## config.mk

```make
export PLATFORM = sky130hd
export DESIGN_NAME = sata_bist_sched
export DESIGN_NICKNAME = d
export VERILOG_FILES = /design/src/rtl/sata_bist_pkg.sv /design/src/rtl/sata_bist_stall_timer.sv /design/src/rtl/sata_bist_sched.sv
export SDC_FILE = /design/constraint.sdc
export NUM_CORES = 1
export LEC_CHECK = 0
export ABC_AREA = 0
export ABC_CLOCK_PERIOD_IN_PS = 4610
export BUFFER_PORTS_ARGS = -buffer_cell sky130_fd_sc_hd__buf_2
export CAP_MARGIN = 40
export CORE_MARGIN = 2
export CORE_UTILIZATION = 30
export CTS_BUF_LIST = sky130_fd_sc_hd__clkbuf_4
export CTS_CLUSTER_DIAMETER = 120
export DETAILED_ROUTE_END_ITERATION = 6
export GPL_TIMING_DRIVEN = 0
export HOLD_SLACK_MARGIN = 0.02
export SLEW_MARGIN = 20
export SYNTH_ARGS = -nofsm -noshare
export SYNTH_HDL_FRONTEND = slang
export SYNTH_SLANG_ARGS = --single-unit
```

## constraint.sdc

```tcl
create_clock -name clk_i -period 4.61 [get_ports clk_i]
set_clock_uncertainty 0.15 [all_clocks]
set_input_delay 0.2305 -clock clk_i [delete_from_list [all_inputs] [get_ports clk_i]]
set_output_delay 0.2305 -clock clk_i [all_outputs]
set_load 0.02 [all_outputs]
```

## src/rtl/sata_bist_pkg.sv

```systemverilog
// Shared types and constants for the SATA BIST transmit sequencer.
package sata_bist_pkg;

  localparam int unsigned LEN_W = 32;

  typedef enum logic [1:0] {
    IDLE,
    SEED,
    RUN,
    DONE
  } bist_state_e;

  typedef enum logic [1:0] {
    ST_OK       = 2'd0,
    ST_ABORT    = 2'd1,
    ST_ZERO_LEN = 2'd2,
    ST_STALL    = 2'd3
  } bist_status_e;

endpackage

```

## src/rtl/sata_bist_stall_timer.sv

```systemverilog
// Counts consecutive stalled slot cycles; hit_o marks the cycle that reaches STALL_MAX.
module sata_bist_stall_timer #(
  parameter int unsigned STALL_MAX = 1024,
  parameter int unsigned STALL_W   = 11
) (
  input  logic clk_i,
  input  logic rst_i,
  input  logic inc_i,
  output logic hit_o
);

  localparam logic [STALL_W-1:0] HitVal = STALL_W'(STALL_MAX - 1);

  logic [STALL_W-1:0] cnt_q, cnt_d;

  // Any non-stall cycle (handshake, idle slot, other state) restarts the count.
  always_comb begin
    cnt_d = inc_i ? cnt_q + STALL_W'(1) : '0;
  end

  always_ff @(posedge clk_i or posedge rst_i) begin
    if (rst_i) begin
      cnt_q <= '0;
    end else begin
      cnt_q <= cnt_d;
    end
  end

  assign hit_o = inc_i && (cnt_q == HitVal);

endmodule

```

## src/rtl/sata_bist_sched.sv

```systemverilog
// Sequences one BIST transmit run: seeds the pacing LFSR, turns its pulse into a
// valid/ready dword-slot stream, and reports completion status and sent count.
module sata_bist_sched
  import sata_bist_pkg::*;
#(
  parameter logic [31:0] LEVEL_DEF = 32'h0000_0000,
  parameter int unsigned STALL_MAX = 1024,
  parameter int unsigned STALL_W   = 11
) (
  input  logic             clk_i,
  input  logic             rst_i,
  input  logic             start_i,
  input  logic             abort_i,
  input  logic [LEN_W-1:0] cfg_len_i,
  input  logic [31:0]      cfg_level_i,
  output logic [31:0]      lfsr_level_o,
  output logic             lfsr_rst_n_o,
  input  logic             pulse_i,
  output logic             tx_valid_o,
  input  logic             tx_ready_i,
  output logic             tx_last_o,
  output logic             busy_o,
  output logic             done_o,
  output logic [1:0]       status_o,
  output logic [LEN_W-1:0] sent_cnt_o
);

  bist_state_e  state_q, state_d;
  bist_status_e status_q, status_d;
  logic [LEN_W-1:0] rem_q, rem_d, sent_q, sent_d, rem_after;
  logic [31:0]      level_q, level_d;
  logic tx_valid_q, tx_valid_d, tx_last_q, tx_last_d;
  logic busy_q, busy_d, done_q, done_d, lfsr_rst_n_q, lfsr_rst_n_d;
  logic hs, final_hs, go, zero_start, stall_inc, stall_hit;

  assign hs         = tx_valid_q && tx_ready_i;
  assign rem_after  = rem_q - LEN_W'(hs);
  assign final_hs   = hs && (rem_q == LEN_W'(1));
  assign go         = (state_q == IDLE) && start_i && (cfg_len_i != '0);
  assign zero_start = (state_q == IDLE) && start_i && (cfg_len_i == '0);
  assign stall_inc  = (state_q == RUN) && tx_valid_q && !tx_ready_i;

  sata_bist_stall_timer #(
    .STALL_MAX (STALL_MAX),
    .STALL_W   (STALL_W)
  ) u_stall_timer (
    .clk_i (clk_i),
    .rst_i (rst_i),
    .inc_i (stall_inc),
    .hit_o (stall_hit)
  );

  always_ff @(posedge clk_i or posedge rst_i) begin
    if (rst_i) begin
      state_q <= IDLE;
    end else begin
      state_q <= state_d;
    end
  end

  always_comb begin
    state_d = state_q;
    unique case (state_q)
      IDLE:    if (go) state_d = SEED;
      SEED:    state_d = abort_i ? DONE : RUN;
      RUN:     if (final_hs || abort_i || stall_hit) state_d = DONE;
      DONE:    state_d = IDLE;
      default: state_d = IDLE;
    endcase
  end

  always_comb begin
    rem_d        = rem_q;
    sent_d       = sent_q;
    status_d     = status_q;
    level_d      = level_q;
    tx_valid_d   = 1'b0;
    tx_last_d    = 1'b0;
    done_d       = (state_d == DONE) || zero_start;
    busy_d       = (state_d != IDLE);
    lfsr_rst_n_d = (state_d == SEED) || (state_d == RUN);
    unique case (state_q)
      IDLE: begin
        if (go) begin
          rem_d    = cfg_len_i;
          level_d  = cfg_level_i;
          sent_d   = '0;
          status_d = ST_OK;
        end else if (zero_start) begin
          sent_d   = '0;
          status_d = ST_ZERO_LEN;
        end
      end
      SEED: if (abort_i) status_d = ST_ABORT;
      RUN: begin
        if (hs) begin
          rem_d  = rem_after;
          sent_d = sent_q + LEN_W'(1);
        end
        // Final handshake outranks a coincident abort.
        if (final_hs) begin
          status_d = ST_OK;
        end else if (abort_i) begin
          status_d = ST_ABORT;
        end else if (stall_hit) begin
          status_d = ST_STALL;
        end else begin
          tx_valid_d = (tx_valid_q && !tx_ready_i) || (pulse_i && (rem_after != '0));
          tx_last_d  = tx_valid_d && (rem_after == LEN_W'(1));
        end
      end
      default: ;
    endcase
  end

  always_ff @(posedge clk_i or posedge rst_i) begin
    if (rst_i) begin
      rem_q        <= '0;
      sent_q       <= '0;
      status_q     <= ST_OK;
      level_q      <= LEVEL_DEF;
      tx_valid_q   <= 1'b0;
      tx_last_q    <= 1'b0;
      busy_q       <= 1'b0;
      done_q       <= 1'b0;
      lfsr_rst_n_q <= 1'b0;
    end else begin
      rem_q        <= rem_d;
      sent_q       <= sent_d;
      status_q     <= status_d;
      level_q      <= level_d;
      tx_valid_q   <= tx_valid_d;
      tx_last_q    <= tx_last_d;
      busy_q       <= busy_d;
      done_q       <= done_d;
      lfsr_rst_n_q <= lfsr_rst_n_d;
    end
  end

  assign lfsr_level_o = level_q;
  assign lfsr_rst_n_o = lfsr_rst_n_q;
  assign tx_valid_o   = tx_valid_q;
  assign tx_last_o    = tx_last_q;
  assign busy_o       = busy_q;
  assign done_o       = done_q;
  assign status_o     = status_q;
  assign sent_cnt_o   = sent_q;

endmodule

```

==> flow_metrics.tcl <==
set metrics [dict create \
    final_nets 986 \
    crit_path_end_kind "flop" \
    startpoint_type "flop" \
    ir_drop_mv 0.370 \
    final.setup.worst_slack_ns 0.384 \
    layout_common_cells "buf_2 (148), dfrtp_1 (116), nor2_1 (97)" \
    overflow 0 \
    clk_latency_ns 0.53 \
    grt_pass1_wl_um 31200 \
    swShare_pct 44.0 \
    min_period_ns 4.23 \
    power_density_nw_per_um2 549 \
    path_buf_inv 3 \
    grt_use_total_pct 17.8 \
    worst-setup-path-type "reg -> reg" \
    gp_congestion 0.895 \
    detailed_place_hpwl_um 13400 \
    start_util_pct 30.3 \
    drtIter0Drc 339 \
    power_mw 4.64 \
    rows 53 \
    use_met1_pct 22.5 \
    rsz0062_at_grt "no" \
    yosysWarnings 0 \
    fin_area_um2 8460 \
    cts_resized 0 \
    fill_cells 2082 \
    routed_via_density 5.06 \
    maxSlewHeadroom_pct 54.0 \
    drc 0 \
    p_int_mw 2.60 \
    vias 6043 \
    worst_pin_slew_ns 0.684 \
    required_ns 4.87 \
    ioPinCount 141 \
    cap_violations 0 \
    antenna_found_initial 2 \
    cts_made_buffers 17 \
    crit_top_cell "ha_1" \
    cts_root_buf "clkbuf_4" \
    synth_edf_count 0 \
    worst_path_largest_cell_delay_ns 0.62 \
    final_cells 1195 \
    p_seq_share_pct 35.0 \
    dr.pass1.iters 5 \
    place_area_um2 7410 \
    cp_max_fo 7 \
    maxSlewViolCount 0 \
    min_period_over_period_pct 91.7 \
    fin_tns_setup_ns 0 \
    drive_gt1_share_pct 25.2 \
    fp.dieW_um 149 \
    wl_per_cell_um 16.2 \
    r2r_slack_ns 0.38 \
    synth_area_um2 6330 \
    crit_arrival_ns 4.48 \
    fmax_mhz 237 \
    syn_inst 673 \
    p_leak_nw 3.70 \
    coreArea_um2 20900 \
    use_met3_pct 4.43 \
    hold_violations 0 \
    use_met2_pct 29.7 \
    detail-route-antenna-nets 0 \
    crit_chain "nand2_1, inv_1, ha_1, ha_1, buf_2, or3b_2, nor4b_1, xnor2_1, nand4_1, a2111o_1, o41ai_1, a21oi_1, dlygate4sd3_1" \
    crit_family "simple AND/OR/NAND/NOR gates" \
    cpMaxStageDelayCell "nor4b_1" \
    synth_fp_nets 754 \
    placed_cells 1090 \
    die-area_um2 22300 \
    dpl_worst_slack_ns 0.939 \
    busiest_layer "met2" \
    htreeDepth 4 \
    first_global_vias 6128 \
    clk_pin_slew_ns 0.13 \
    clock_sinks 116 \
    dieHeight_um 149 \
    clock_power_share_pct 19.0 \
    finalHoldWorstSlack_ns 0.181 \
    cts_setup_buffers 0 \
    final_common_cell "buf_2" \
    cts_buffer_depth 2 \
    avgSynthCellArea_um2 9.41 \
    tritoncts "yes" \
    ys_ff_latch 116 \
    ys_async_sr_fraction_pct 100 \
    ys_seq_area_share_pct 45.8 \
    synthDistinctLibCells 61 \
    switchingPower_mw 2.04 \
    area_growth_pct 33.6 \
    grt_max_degree 63 \
    min_path_type "in -> async" \
    setup_viol 0 \
    final_util_pct 40.5 \
    status "complete, no violations" \
    synth_ff_type "dfrtp_1" \
    power.share.combinational_pct 46.0 \
    wirelength_um 19400 \
    io_buffer_count 140 \
]
## worst register-to-register path, cell delays in order (launching register included)
cell and delay (ns):
dfrtp_1 0.45, nand2_1 0.07, inv_1 0.06, ha_1 0.21
ha_1 0.16, buf_2 0.16, or3b_2 0.55, nor4b_1 0.62
xnor2_1 0.19, nand4_1 0.13, a2111o_1 0.35, o41ai_1 0.36
a21oi_1 0.11, dlygate4sd3_1 0.56
## worst paths after layout
kind / cells past startpoint / end / from
min: 3 / lfsr_level_o[18]$_DFFE_PP0P_ / rst_i
max: 13 / tx_valid_o$_DFF_PP0_ / tx_valid_o$_DFF_PP0_
max in group asynchronous: 4 / u_stall_timer.cnt_q[3]$_DFF_PP0_ / rst_i
max reg2reg: 13 / tx_valid_o$_DFF_PP0_ / tx_valid_o$_DFF_PP0_
min in group clk_i: 3 / lfsr_level_o[28]$_DFFE_PP0P_ / cfg_level_i[28]
min reg2reg: 1 / u_stall_timer.cnt_q[0]$_DFF_PP0_ / u_stall_timer.cnt_q[0]$_DFF_PP0_
## layout make-up
| class | instances | area (um2) | share of cell area, % |
|---|---|---|---|
| multi-input cells | 497 | 3190 | 37.7 |
| flip-flops and latches | 116 | 2900 | 34.3 |
| repair buffers | 213 | 1440 | 17.0 |
| well taps | 275 | 344 | 4.07 |
| clock inverters | 14 | 199 | 2.35 |
| plain buffers | 35 | 148 | 1.75 |
| clock buffers | 18 | 135 | 1.60 |
| inverters | 25 | 98.8 | 1.17 |
| diodes | 2 | 5.00 | 0.0592 |
## logic make-up after synthesis
| kind of cell | share of synthesized area (%) |
|---|---|
| fa+ha+maj | 2.17 |
| simple gates | 21.8 |
| xor+xnor | 5.81 |
| compound gates | 14.1 |
| buf+inv | 3.81 |
| flops | 45.8 |
| mux | 6.50 |
## routing by layer
layer | wire length, um | up-vias
li1 | - | 2889
met1 | 8530 | 2923
met2 | 9230 | 203
met3 | 1270 | 28
met4 | 380 | 0
met5 | 0 | -
## power groups by stage
stage / clock network, mW / logic [mW] / registers, mW
after floorplan: 0 / 1.22 / 1.79
after global placement: 0 / 2.06 / 1.62
after global routing: 0.967 / 2.35 / 1.67
after detailed placement: 0 / 2.07 / 1.63
after CTS: 0.927 / 2.13 / 1.61
final: 0.884 / 2.13 / 1.62
## state kept, by name, summed over array words and instances, names as in the netlist
register	flops
tx_last_o	1
tx_valid_o	1
lfsr_rst_n_o	1
state_q	2
busy_o	1
u_stall_timer.cnt_q	11
rem_q	32
lfsr_level_o	32
done_o	1
sent_cnt_o	32
status_o	2
## cells in the mapped netlist (7+ instances only)
cell type  number  area (um2)
dfrtp_1       116        2900
nor2_1         97         364
nand2_1        48         180
a21oi_1        44         220
mux2_2         33         372
o21ai_0        25         125
inv_1          24        90.1
clkbuf_1       22        82.6
nand3_1        22         110
xor2_1         22         193
xnor2_1        20         175
nand4_1        19         119
nor4_1         17         106
nor3_1         15        75.1
and3_1         12        75.1
o22a_1         12         105
ha_1           11         138
a41oi_1         9        78.8
a31oi_1         7        43.8
buf_2           7        35.0
o22ai_1         7        43.8
## repair_timing
action,CTS,global route
endpoints found under the setup margin,0,0
hold buffers,70,0
hold endpoints to repair,131,0
Note: power is estimated with default switching activity, not from simulation.
